$ cat src/rtl/fp_cmp_stream.sv
// Streaming floating-point comparator with per-packet MAX/MIN reduction.
// Two pipeline stages (S1 decode/compare, S2 output) that advance together
// whenever the output register is free or being drained.
module fp_cmp_stream #(
  parameter int unsigned EXP_W = 5,
  parameter int unsigned MAN_W = 10,
  parameter int unsigned IDX_W = 8
) (
  input  logic                   clk,
  input  logic                   rst_n,
  input  logic                   in_valid,
  output logic                   in_ready,
  input  logic [EXP_W+MAN_W:0]   in_a,
  input  logic [EXP_W+MAN_W:0]   in_b,
  input  logic                   in_last,
  input  logic [1:0]             mode,
  output logic                   out_valid,
  input  logic                   out_ready,
  output logic                   out_ge,
  output logic                   out_eq,
  output logic                   out_nan,
  output logic [EXP_W+MAN_W:0]   out_res,
  output logic [IDX_W-1:0]       out_idx
);

  localparam int unsigned W = 1 + EXP_W + MAN_W;

  localparam logic [1:0] MODE_MAX = 2'd1;
  localparam logic [1:0] MODE_MIN = 2'd2;

  // Quiet NaN returned when a reduction packet holds no ordered value
  localparam logic [W-1:0] QNAN = {1'b0, {EXP_W{1'b1}}, (MAN_W'(1) << (MAN_W - 1))};

  typedef enum logic {S_IDLE, S_PKT} pkt_state_e;

  pkt_state_e         state_q, state_d;
  logic [1:0]         mode_q, mode_eff_c;
  logic [IDX_W-1:0]   cnt_q;

  logic [W-1:0]       acc_val_q;
  logic [IDX_W-1:0]   acc_idx_q;
  logic               acc_has_q;
  logic               acc_nan_q;

  logic               s1_valid_q, s1_ge_q, s1_eq_q, s1_nan_q;
  logic [W-1:0]       s1_res_q;
  logic [IDX_W-1:0]   s1_idx_q;

  logic               s1_valid_d, s1_ge_d, s1_eq_d, s1_nan_d;
  logic [W-1:0]       s1_res_d;
  logic [IDX_W-1:0]   s1_idx_d;

  logic               fire_c, is_red_c, a_nan_c, b_nan_c, take_c;
  logic               beat_ge_c, beat_eq_c, better_c;
  logic [W-1:0]       nxt_val_c;
  logic [IDX_W-1:0]   nxt_idx_c;
  logic               nxt_has_c, nxt_nan_c;

  function automatic logic f_is_nan(input logic [W-1:0] x);
    return (&x[W-2:MAN_W]) && (|x[MAN_W-1:0]);
  endfunction

  function automatic logic f_is_zero(input logic [W-1:0] x);
    return ~|x[W-2:0];
  endfunction

  // Sign-magnitude mapped onto an unsigned key that sorts numerically
  function automatic logic [W-1:0] f_key(input logic [W-1:0] x);
    return x[W-1] ? ~x : {1'b1, x[W-2:0]};
  endfunction

  function automatic logic f_ge(input logic [W-1:0] a, input logic [W-1:0] b);
    return (f_key(a) >= f_key(b)) || (f_is_zero(a) && f_is_zero(b));
  endfunction

  function automatic logic f_eq(input logic [W-1:0] a, input logic [W-1:0] b);
    return (a == b) || (f_is_zero(a) && f_is_zero(b));
  endfunction

  // Every stage moves together whenever the output slot can take a new value
  assign in_ready = !out_valid || out_ready;
  assign fire_c   = in_valid && in_ready;

  // Packet tracker: mode is taken from the port only on a packet's first beat
  always_comb begin
    state_d    = state_q;
    mode_eff_c = mode_q;
    if (state_q == S_IDLE) mode_eff_c = mode;
    if (fire_c) state_d = in_last ? S_IDLE : S_PKT;
  end

  // Packet state, latched mode and beat counter
  always_ff @(posedge clk or negedge rst_n) begin
    if (!rst_n) begin
      state_q <= S_IDLE;
      mode_q  <= 2'd0;
      cnt_q   <= '0;
    end else begin
      state_q <= state_d;
      if (fire_c) begin
        mode_q <= mode_eff_c;
        cnt_q  <= in_last ? '0 : cnt_q + IDX_W'(1);
      end
    end
  end

  // Compare and reduction-merge logic feeding S1
  always_comb begin
    is_red_c  = (mode_eff_c == MODE_MAX) || (mode_eff_c == MODE_MIN);
    a_nan_c   = f_is_nan(in_a);
    b_nan_c   = f_is_nan(in_b);
    beat_ge_c = f_ge(in_a, acc_val_q);
    beat_eq_c = f_eq(in_a, acc_val_q);
    // Strict improvement only, so ties keep the earlier beat
    better_c  = (mode_eff_c == MODE_MAX) ? (beat_ge_c && !beat_eq_c) : !beat_ge_c;
    take_c    = !a_nan_c && (!acc_has_q || better_c);
    nxt_val_c = take_c ? in_a : acc_val_q;
    nxt_idx_c = take_c ? cnt_q : acc_idx_q;
    nxt_has_c = acc_has_q || !a_nan_c;
    nxt_nan_c = acc_nan_q || a_nan_c;

    s1_valid_d = fire_c && (!is_red_c || in_last);
    if (is_red_c) begin
      s1_ge_d  = 1'b1;
      s1_eq_d  = 1'b0;
      s1_nan_d = nxt_nan_c;
      s1_res_d = nxt_has_c ? nxt_val_c : QNAN;
      s1_idx_d = nxt_has_c ? nxt_idx_c : '0;
    end else begin
      s1_nan_d = a_nan_c || b_nan_c;
      s1_ge_d  = !s1_nan_d && f_ge(in_a, in_b);
      s1_eq_d  = !s1_nan_d && f_eq(in_a, in_b);
      s1_res_d = in_a;
      s1_idx_d = cnt_q;
    end
  end

  // Reduction accumulator; cleared at every packet boundary
  always_ff @(posedge clk or negedge rst_n) begin
    if (!rst_n) begin
      acc_val_q <= '0;
      acc_idx_q <= '0;
      acc_has_q <= 1'b0;
      acc_nan_q <= 1'b0;
    end else if (fire_c) begin
      if (in_last) begin
        acc_val_q <= '0;
        acc_idx_q <= '0;
        acc_has_q <= 1'b0;
        acc_nan_q <= 1'b0;
      end else if (is_red_c) begin
        acc_val_q <= nxt_val_c;
        acc_idx_q <= nxt_idx_c;
        acc_has_q <= nxt_has_c;
        acc_nan_q <= nxt_nan_c;
      end
    end
  end

  // S1 and S2 registers; both hold while the output is stalled
  always_ff @(posedge clk or negedge rst_n) begin
    if (!rst_n) begin
      s1_valid_q <= 1'b0;
      s1_ge_q    <= 1'b0;
      s1_eq_q    <= 1'b0;
      s1_nan_q   <= 1'b0;
      s1_res_q   <= '0;
      s1_idx_q   <= '0;
      out_valid  <= 1'b0;
      out_ge     <= 1'b0;
      out_eq     <= 1'b0;
      out_nan    <= 1'b0;
      out_res    <= '0;
      out_idx    <= '0;
    end else if (in_ready) begin
      s1_valid_q <= s1_valid_d;
      s1_ge_q    <= s1_ge_d;
      s1_eq_q    <= s1_eq_d;
      s1_nan_q   <= s1_nan_d;
      s1_res_q   <= s1_res_d;
      s1_idx_q   <= s1_idx_d;
      out_valid  <= s1_valid_q;
      out_ge     <= s1_ge_q;
      out_eq     <= s1_eq_q;
      out_nan    <= s1_nan_q;
      out_res    <= s1_res_q;
      out_idx    <= s1_idx_q;
    end
  end

endmodule

$ cat config.mk
export PLATFORM = sky130hd
export DESIGN_NAME = fp_cmp_stream
export DESIGN_NICKNAME = d
export VERILOG_FILES = /design/src/rtl/fp_cmp_stream.sv
export SDC_FILE = /design/constraint.sdc
export NUM_CORES = 1
export LEC_CHECK = 0
export ABC_AREA = 1
export ABC_CLOCK_PERIOD_IN_PS = 2500
export BUFFER_PORTS_ARGS = -buffer_cell sky130_fd_sc_hd__buf_2
export CORE_UTILIZATION = 54
export CTS_CLUSTER_SIZE = 10
export DETAILED_ROUTE_END_ITERATION = 7
export PLACE_DENSITY_LB_ADDON = 0.2
export SLEW_MARGIN = 15
export SYNTH_ARGS = -nofsm -noshare
export SYNTH_HDL_FRONTEND = slang
export SYNTH_SLANG_ARGS = --single-unit
export TNS_END_PERCENT = 30
$ cat constraint.sdc
create_clock -name clk -period 2.5 [get_ports clk]
set_input_delay 0.25 -clock clk [delete_from_list [all_inputs] [get_ports clk]]
set_output_delay 0.25 -clock clk [all_outputs]
set_load 0.01 [all_outputs]
==> impl_metrics.csv, run 1 <==
group,metric,value,unit
critical_path,crit_start,"acc_val_q[15]",
clock_tree,cts_tree,"yes",
floorplan,start_util,55.5,%
routing,dr.pass1.iters,5,
min_path,holdCritPathClass,"input pin to flop",
timing,slew_headroom,25.9,%
floorplan,dieArea,0.0116,mm^2
floorplan,std_cell_rows,38,
global_route,grt_antenna_before_repair,0,
logic_synthesis,syn_area,0.00601,mm^2
logic_synthesis,yosysUniqueCellTypes,32,
clock_tree,cts_buffers,9,
placement,place_area,0.00653,mm^2
clock_tree,cts_buffer_depth,2,
min_path,worstHoldStart,"in_a[7]",
routing,wl,17400,um
critical_path,path_class,"flop to flop",
power,pwr_density_cell,1020,mW/mm^2
logic_synthesis,synth-seq-area-share,38.7,%
cells_and_area,final_nets,965,
timing,rsz0062_at_grt,"true",
timing,fin_setup_tns,-1620,ps
logic_synthesis,ys_ff_latch,93,
power,p_leak,3.66,nW
logic_synthesis,synthTopCellsByArea,"dfrtp_1, nand2_1, nand3_1, ha_1, inv_1",
routing,avgViaCountPerCell,5.61,
placement,dp_hpwl,12300,um
logic_synthesis,synth_top_area_share,38.7,%
timing,setup_viol,43,
power,clock_power_share,13.5,%
routing,ant_nets,0,
clock_tree,clock-sinks,93,
power,ir_drop,0.666,mV
clock_tree,clockRootBuffer,"clkbuf_8",
placement,io_buffers,67,
logic_synthesis,netlist_instances,824,
routing,wl_per_cell,16.8,um
critical_path,timing.rr.start,"acc_val_q[15]",
critical_path,crit_arrival,2820,ps
critical_path,critical_path.startpoint_type,"flop",
timing,drv_slew,0,
power,combPwrFrac,51.9,%
cells_and_area,fin_area,0.00711,mm^2
global_route,grt_overflow,0,
floorplan,core_region_area,0.0108,mm^2
global_route,track_usage,31.5,%
logic_synthesis,mappedNetlistNets,897,
floorplan,die_w,108,um
timing,final.setup.worst_slack,-90.1,ps
power,cellInternalPower,3.93,mW
cells_and_area,n_antenna_cell,0,
power,power_frac_seq,34.6,%
job,drv_cap,0,
timing,finClkSkew,9.24,ps
status,outcome,"finished, violations left",
global_route,grt_start_max_net_pins,58,
logic_synthesis,synth_warnings,0,
routing,vias,5819,
logic_synthesis,yosysTopAreaCell,"dfrtp_1",
routing,drt-initial-drc-count,440,
status,violations,"setup timing",
clock_tree,clk_latency,370,ps
timing,timing.fmax,386,MHz
power,switching_share,45.5,%
timing,hold-worst-slack,190,ps
cells_and_area,post-route-util,65.6,%
placement,gp_congestion,0.966,
critical_path,cp_max_fo,8,
floorplan,die_h,108,um
routing,drc_errors,0,
floorplan,pin_count,68,
timing,fin_crit,2590,ps
critical_path,crit_path_end_kind,"flop",
power,p_switching,3.29,mW
critical_path,required,2730,ps
cells_and_area,area_growth_syn_to_layout,18.3,%
timing,min_period_over_period,104,%
global_route,grt_pass1_vias,5656,
cells_and_area,fin_cells,1037,
placement,dp.cells,1014,
clock_tree,clkTransAtPathRegs,90,ps
global_route,grt_pass1_wl,27800,um
clock_tree,cts_max_level,3,
logic_synthesis,syn_area_per_cell,7.30,um^2
cells_and_area,layout-drive-gt1-share,17.8,%
timing,tightest_slew,1110,ps
timing,hold_viol_final,0,
[cells in the final DEF (no fill, tap or decap), drive strengths merged, types with 2 or more instances in the layout]
cell type  count
nor4           9
ha            34
o22ai          5
buf           87
xnor2         31
clkinv         2
nor3           8
nand3         99
xor2          22
a21oi         21
nand2        277
clkbuf        14
o21ai         55
dfrtp         93
inv           90
nand4          7
nor2          35
[synth_stat cells]
cell and number:
buf_1 4, nand3_1 98, o21ai_0 48, nand4_1 7
clkinv_1 1, clkbuf_1 17, buf_2 7, inv_2 6
nor3_1 8, ha_1 34, mux2i_1 1, inv_1 82
o21ai_1 7, o22ai_1 5, a21oi_1 21, o211ai_1 1
dfrtp_1 93, or2_1 1, buf_4 4, a22oi_1 1
xor2_1 22, nand2_1 271, o21a_1 1, nand2_4 2
buf_6 3, nor2_1 34, xnor2_1 31, nor2_2 1
nor4_1 9, a31oi_1 1, nand2_2 2, nand3_2 1
[final timing paths]
kind | to | slack (ps) | cells past startpoint
max in group asynchronous | acc_val_q[10] | 1440 | 3
worst max-delay path | acc_val_q[5] | -90 | 18
worst min register to register | out_valid | 460 | 2
worst max register to register | acc_val_q[5] | -90 | 18
worst min-delay path | s1_res_q[7] | 190 | 3
min in group asynchronous | acc_val_q[5] | 390 | 2
[layer usage]
layer  GRT usage (%)  part of all wire, %
met1            43.4                   44
met2            49.5                   46
met4            9.20                  2.1
met3            6.84                  7.3
met5               0                    0
[worst max-delay path, cell delays in order, from the launching register on]
cell and delay, ps:
dfrtp_1 430, buf_8 170, xor2_2 150, ha_1 300, nand2_1 80, nor2_2 50, nor2_1 90, nand2_1 70
nand2_1 50, nand2_1 60, nand2_1 80, nand2_1 50, nand2_1 80, nand3_2 120, nand2_8 190, clkbuf_16 200
nand3_4 90, nand3_2 100, o21ai_1 70
[final cells by class]
type | instances | area [um^2]
Fill cell | 978 | 3730
Multi-Input combinational cell | 609 | 3490
Sequential cell | 93 | 2330
Timing Repair Buffer | 90 | 601
Inverter | 89 | 334
Tap cell | 140 | 175
Clock buffer | 12 | 155
Clock inverter | 4 | 30.0
[state kept, by name, summed over array words and instances (netlist names), 2 cells and up]
register   count
acc_idx_q      8
acc_val_q     16
cnt_q          8
mode_q         2
out_idx        8
out_res       16
s1_idx_q       8
s1_res_q      16
[logic make-up (layout without fill, tap and decap cells)]
kind of cell,Yosys count,in the layout,synth area share (%)
XOR/XNOR,53,53,7.72
AND/OR/NAND/NOR,434,436,30.5
multiplexers,1,1,0.166
AO/OA/AOI/OAI,85,85,7.33
flip-flops,93,93,38.7
adder cells (fa/ha/maj),34,34,7.08
buffers and inverters,124,195,8.51
[metrics by stage]
stage / worst slack, ps / total power, mW
2_1_floorplan: 14.0 / 4.61
6_report: -90.1 / 7.22
3_3_place_gp: -9.14 / 5.59
4_1_cts: 2.59 / 6.67
5_1_grt: -197 / 7.78
3_5_place_dp: -52.0 / 5.68
[power groups by stage]
| stage | clock (mW) | sequential (mW) | combinational [mW] |
|---|---|---|---|
| after floorplan | 0 | 2.47 | 2.14 |
| after CTS | 0.978 | 2.47 | 3.22 |
| after global placement | 0 | 2.49 | 3.09 |
| final | 0.975 | 2.50 | 3.75 |
| after global routing | 1.03 | 2.56 | 4.19 |
| after detailed placement | 0 | 2.50 | 3.18 |
[repair_timing]
action | CTS | global route
hold buffers | 1 | 0
endpoints found under the setup margin | 18 | 48
pin swaps | 0 | 50
resized for setup | 1 | 65
cloned | 0 | 5
endpoints found under the hold margin | 40 | 0
setup buffers | 0 | 1
Note: power is estimated with default switching activity, not from simulation.
==> run 2, diff against run 1 <==
--- a/config.mk
+++ b/config.mk
@@ -11,7 +11,7 @@
 export CORE_UTILIZATION = 54
 export CTS_CLUSTER_SIZE = 10
 export DETAILED_ROUTE_END_ITERATION = 7
-export PLACE_DENSITY_LB_ADDON = 0.2
+export PLACE_DENSITY = 0.78
 export SLEW_MARGIN = 15
 export SYNTH_ARGS = -nofsm -noshare
 export SYNTH_HDL_FRONTEND = slang
==> run 2 against run 1 <==
  * The flow finishes with violations (DRC, setup timing)
  * Non-clock buffer count is 5 higher
  * Combinational power is 6.9% lower
  * Sequential power hardly changed
  * Via count is 2.2% lower
  * Register-to-register slack better by 20 ps
  * Power is 4.3% lower
  * Sequential cell count stayed put
  * Global-route usage is 3.8 points lower
  * First-iteration DRC count is 8.6% higher
  * Critical endpoint is now acc_idx_q[1]
  * Largest power group unchanged
==> impl_metrics.csv, run 2 (synthesis gave the netlist of run 1 again) <==
group,metric,value,unit
floorplan,std_cell_rows,38,
routing,vias,5690,
global_route,grt_pass1_vias,5096,
timing,hold-worst-slack,164,ps
clock_tree,cts_buffer_depth,2,
routing,avgViaCountPerCell,5.46,
power,pwr_density_cell,995,mW/mm^2
critical_path,cp_max_fo,17,
power,ir_drop,0.605,mV
timing,final.setup.worst_slack,-69.4,ps
job,drv_cap,0,
placement,dp_hpwl,11200,um
status,outcome,"finished, violations left",
timing,finClkSkew,9.03,ps
timing,hold_viol_final,0,
cells_and_area,layout-drive-gt1-share,15.5,%
cells_and_area,seq_area,0.00233,mm^2
global_route,grt_pass1_wl,24900,um
critical_path,path_class,"flop to flop",
cells_and_area,n_antenna_cell,0,
floorplan,die_w,108,um
timing,fin_crit,2570,ps
clock_tree,cts_tree,"yes",
clock_tree,cts_max_level,3,
routing,drt-initial-drc-count,478,
cells_and_area,layout_commonest_cell,"nand2_1",
routing,drc_errors,1,
floorplan,die_h,108,um
clock_tree,clockRootBuffer,"clkbuf_8",
cells_and_area,area_growth_syn_to_layout,15.5,%
cells_and_area,multi_input_comb_area,0.00331,mm^2
cells_and_area,fin_area,0.00694,mm^2
timing,rsz0062_at_grt,"true",
cells_and_area,top_regs,"acc_val_q x16, out_res x16, s1_res_q x16",
placement,place_area,0.00656,mm^2
timing,setup_viol,22,
floorplan,pin_count,68,
status,violations,"DRC, setup timing",
critical_path,cpMaxStageDelayCell,"dfrtp_1",
floorplan,dieArea,0.0116,mm^2
critical_path,crit_path_end_kind,"flop",
clock_tree,clock-sinks,93,
critical_path,required,2720,ps
clock_tree,clk_latency,380,ps
floorplan,core_region_area,0.0108,mm^2
power,p_leak,3.58,nW
placement,io_buffers,67,
routing,dr.pass1.iters,8,
routing,wl_per_cell,15.1,um
routing,ant_nets,0,
timing,slew_headroom,37.7,%
global_route,grt_start_max_net_pins,57,
timing,drv_slew,0,
cells_and_area,layout_common_cells,"nand2_1, nand3_1, dfrtp_1, inv_1, buf_2",
critical_path,path_cells,"buf_12 -> xnor2_1 -> ha_1 -> nand2_1 -> nor4_2 -> nand2_2 -> nand3_2 -> nand3_4 -> nand2_8 -> buf_8 -> nand3_1 -> nand3_1 -> o21ai_0",
critical_path,cpMostUsedCell,"nand3_1",
routing,wl,15800,um
timing,timing.fmax,389,MHz
placement,gp_congestion,0.924,
timing,min_period_over_period,103,%
global_route,track_usage,27.6,%
timing,tightest_slew,934,ps
critical_path,cpPeakStageDelay,400,ps
clock_tree,clkTransAtPathRegs,90,ps
global_route,grt_antenna_before_repair,0,
floorplan,start_util,55.5,%
critical_path,critical_path.startpoint_type,"flop",
min_path,holdCritPathClass,"input pin to flop",
critical_path,crit_arrival,2790,ps
clock_tree,cts_buffers,9,
cells_and_area,final_nets,971,
cells_and_area,fill_cells,971,
global_route,grt_overflow,0,
[run 2: where the power goes]
group | internal [mW] | total, mW | switching (mW) | leakage [nW]
registers | 2.06 | 2.48 | 0.412 | 1.20
clock network | 0.389 | 0.940 | 0.552 | 0.0815
logic | 1.35 | 3.49 | 2.14 | 2.30
[run 2: what timing repair did]
item | CTS | global route
pin swaps | 0 | 25
cloned | 0 | 5
setup buffers | 0 | 3
hold buffers | 1 | 0
hold endpoints to repair | 22 | 0
resized for setup | 0 | 25
endpoints found under the setup margin | 1 | 48
[run 2: critical path: cells and delay by family (launching register included)]
kind	cells	cell delay, ps
adder cells (fa/ha/maj)	1	300
buffers and inverters	2	300
AO/OA/AOI/OAI	1	100
XOR/XNOR	1	140
AND/OR/NAND/NOR	8	1140
flip-flops	1	400
[run 2: per-stage QoR]
stage	setup slack [ps]	instances	total power, mW	util [%]	setup TNS [ps]
after floorplan	14.0	824	4.61	-	0
after global placement	55.1	1018	5.51	60.5	0
after detailed placement	-37.9	1018	5.59	60.5	-183
after CTS	-5.91	1035	6.52	62.2	-5.91
after global routing	-197	1043	7.46	64.0	-6840
final	-69.4	1043	6.91	64.0	-520
[run 2: worst paths after layout]
path	from	endpoint	slack, ps	cells after the start
max reg2reg	acc_val_q[15]	acc_idx_q[1]	-70	13
min	in_a[7]	s1_res_q[7]	160	3
min reg2reg	s1_valid_q	out_valid	470	2
min in group asynchronous	rst_n	out_res[4]	290	2
max in group asynchronous	rst_n	out_eq	1540	3
max	acc_val_q[15]	acc_idx_q[1]	-70	13
[run 2: final cells by class]
cell class,instances,share of cell area [%]
timing repair buffer,95,8.94
tap,140,2.52
multi-input combinational,610,47.6
clock buffer,11,2.04
inverter,89,4.81
clock inverter,5,0.523
sequential,93,33.5
[run 2: metal layers]
metal | vias to the layer above | global-route usage, % | routed length (um)
li1 | 2802 | - | -
met1 | 2612 | 38.5 | 6790
met2 | 249 | 44.5 | 7440
met3 | 27 | 4.30 | 1240
met4 | 0 | 7.73 | 327
met5 | - | 0 | 0
==> run 3, diff against run 2 <==
--- a/config.mk
+++ b/config.mk
@@ -16,4 +16,4 @@
 export SYNTH_ARGS = -nofsm -noshare
 export SYNTH_HDL_FRONTEND = slang
 export SYNTH_SLANG_ARGS = --single-unit
-export TNS_END_PERCENT = 30
+export TNS_END_PERCENT = 5
==> run 3 against run 2 <==
  * The flow finishes with violations (DRC)
  * Worst setup slack gained 80 ps
  * Wire length down 1.6%
  * Power shrank 1.8%
  * Fmax rose by 3.2%
  * Final cell count fell by 0.19%
  * Hold slack improved by 22 ps
  * Via count fell by 1.2%
  * Cell area is 0.74% lower
  * Global-route usage did not move
==> impl_metrics.csv, run 3 (synthesis gave the netlist of run 1 again) <==
group,metric,value,unit
status,outcome,"finished, violations left",
status,violations,"DRC",
placement,dp.cells,1018,
timing,finClkSkew,9.38,ps
cells_and_area,final_nets,969,
global_route,grt_pass1_vias,5096,
timing,hold_viol_final,0,
floorplan,dieArea,0.0116,mm^2
timing,tightest_slew,922,ps
routing,drc_errors,1,
power,ir_drop,0.597,mV
floorplan,pin_count,68,
timing,timing.fmax,402,MHz
cells_and_area,area_growth_syn_to_layout,14.6,%
critical_path,crit_arrival,2710,ps
critical_path,cp.buffers_inverters,2,
timing,setup_viol,0,
cells_and_area,layout_common_cells,"nand2_1, nand3_1, dfrtp_1, inv_1, buf_2",
cells_and_area,post-route-util,63.6,%
timing,min_period_over_period,99.6,%
timing,fin_crit,2490,ps
floorplan,die_w,108,um
clock_tree,clockRootBuffer,"clkbuf_8",
power,pwr_density_cell,985,mW/mm^2
timing,rsz0062_at_grt,"true",
routing,wl,15500,um
floorplan,start_util,55.5,%
cells_and_area,layout-drive-gt1-share,14.8,%
global_route,grt_pass1_wl,24900,um
cells_and_area,n_antenna_cell,0,
clock_tree,clock-sinks,93,
routing,wl_per_cell,14.9,um
placement,place_area,0.00656,mm^2
floorplan,die_h,108,um
clock_tree,clk_latency,370,ps
global_route,grt_start_max_net_pins,57,
cells_and_area,top_regs,"acc_val_q x16, out_res x16, s1_res_q x16",
clock_tree,cts_max_level,3,
critical_path,critical_path.startpoint_type,"flop",
cells_and_area,layout_commonest_cell,"nand2_1",
critical_path,crit_path_end_kind,"flop",
min_path,holdCritPathClass,"input pin to flop",
clock_tree,cts_buffers,9,
routing,avgViaCountPerCell,5.40,
critical_path,cpMaxStageDelayCell,"dfrtp_1",
global_route,grt_antenna_before_repair,0,
routing,dr.pass1.iters,7,
critical_path,cpMostUsedCell,"nand3_1",
cells_and_area,fin_cells,1041,
global_route,grt_overflow,0,
critical_path,path_cells,"buf_12 -> xnor2_1 -> ha_1 -> nand2_1 -> nor4_2 -> nand2_2 -> nand3_1 -> nand3_2 -> nand2_8 -> buf_8 -> nand3_1 -> nand3_1 -> o21ai_1",
job,drv_cap,0,
placement,dp_hpwl,11200,um
cells_and_area,fin_area,0.00689,mm^2
clock_tree,cts_buffer_depth,2,
power,finalPower,6.79,mW
routing,ant_nets,0,
power,p_leak,3.56,nW
floorplan,std_cell_rows,38,
placement,io_buffers,67,
critical_path,cpPeakStageDelay,400,ps
routing,vias,5622,
timing,slew_headroom,38.5,%
timing,drv_slew,0,
floorplan,core_region_area,0.0108,mm^2
cells_and_area,fill_cells,982,
critical_path,required,2730,ps
critical_path,crit_family,"simple AND/OR/NAND/NOR gates",
routing,drt-initial-drc-count,502,
global_route,track_usage,27.6,%
clock_tree,cts_tree,"yes",
placement,gp_congestion,0.924,
critical_path,cp_max_fo,17,
critical_path,path_class,"flop to flop",
clock_tree,clkTransAtPathRegs,90,ps
==> run 3: worst paths after layout <==
| check | startpoint | to | slack (ps) | cells after the start |
|---|---|---|---|---|
| max | acc_val_q[15] | acc_idx_q[1] | 10 | 13 |
| max reg2reg | acc_val_q[15] | acc_idx_q[1] | 10 | 13 |
| min | in_a[7] | s1_res_q[7] | 190 | 3 |
| min in group asynchronous | rst_n | out_res[4] | 300 | 2 |
| min reg2reg | s1_idx_q[7] | out_idx[7] | 480 | 2 |
| max in group asynchronous | rst_n | out_eq | 1540 | 3 |
==> run 3: per-stage QoR <==
stage	hold WS [ps]	TNS [ps]	setup WS, ps
after global placement	167	0	55.1
after global routing	209	-5020	-158
after CTS	172	-5.91	-5.91
after detailed placement	170	-183	-37.9
after floorplan	-45.6	0	14.0
final	186	0	11.0
==> run 3: worst min-delay path, stage by stage <==
cell     delay [ps]
buf_2           150
nand2_1          70
nand3_1          60
==> run 3: cell type report <==
type / count / area (um^2) / area share [%]
Clock buffer: 11 / 141 / 2.05
Clock inverter: 5 / 36.3 / 0.527
Inverter: 89 / 334 / 4.85
Multi-Input combinational cell: 608 / 3260 / 47.2
Sequential cell: 93 / 2330 / 33.8
Tap cell: 140 / 175 / 2.54
Timing Repair Buffer: 95 / 621 / 9.01
==> run 3: where the power goes <==
part / internal, mW / leakage (nW) / switching (mW)
registers: 2.06 / 1.20 / 0.406
logic: 1.32 / 2.28 / 2.06
clock network: 0.389 / 0.0815 / 0.547
total: 3.77 / 3.56 / 3.02
==> run 3: what timing repair did <==
action	4_1_cts	5_1_grt
setup buffers	0	3
endpoints found under the setup margin	1	48
pin swaps	0	16
hold buffers	1	0
endpoints found under the hold margin	22	0
gates resized for setup	0	20
gates cloned	0	3
==> run 3: per-layer routing <==
layer	share of wire, %	track usage (%)	vias to the layer above
li1	-	-	2790
met1	44	38.5	2580
met2	47	44.5	223
met3	7.2	4.30	29
met4	2.0	7.73	0
met5	0	0	-
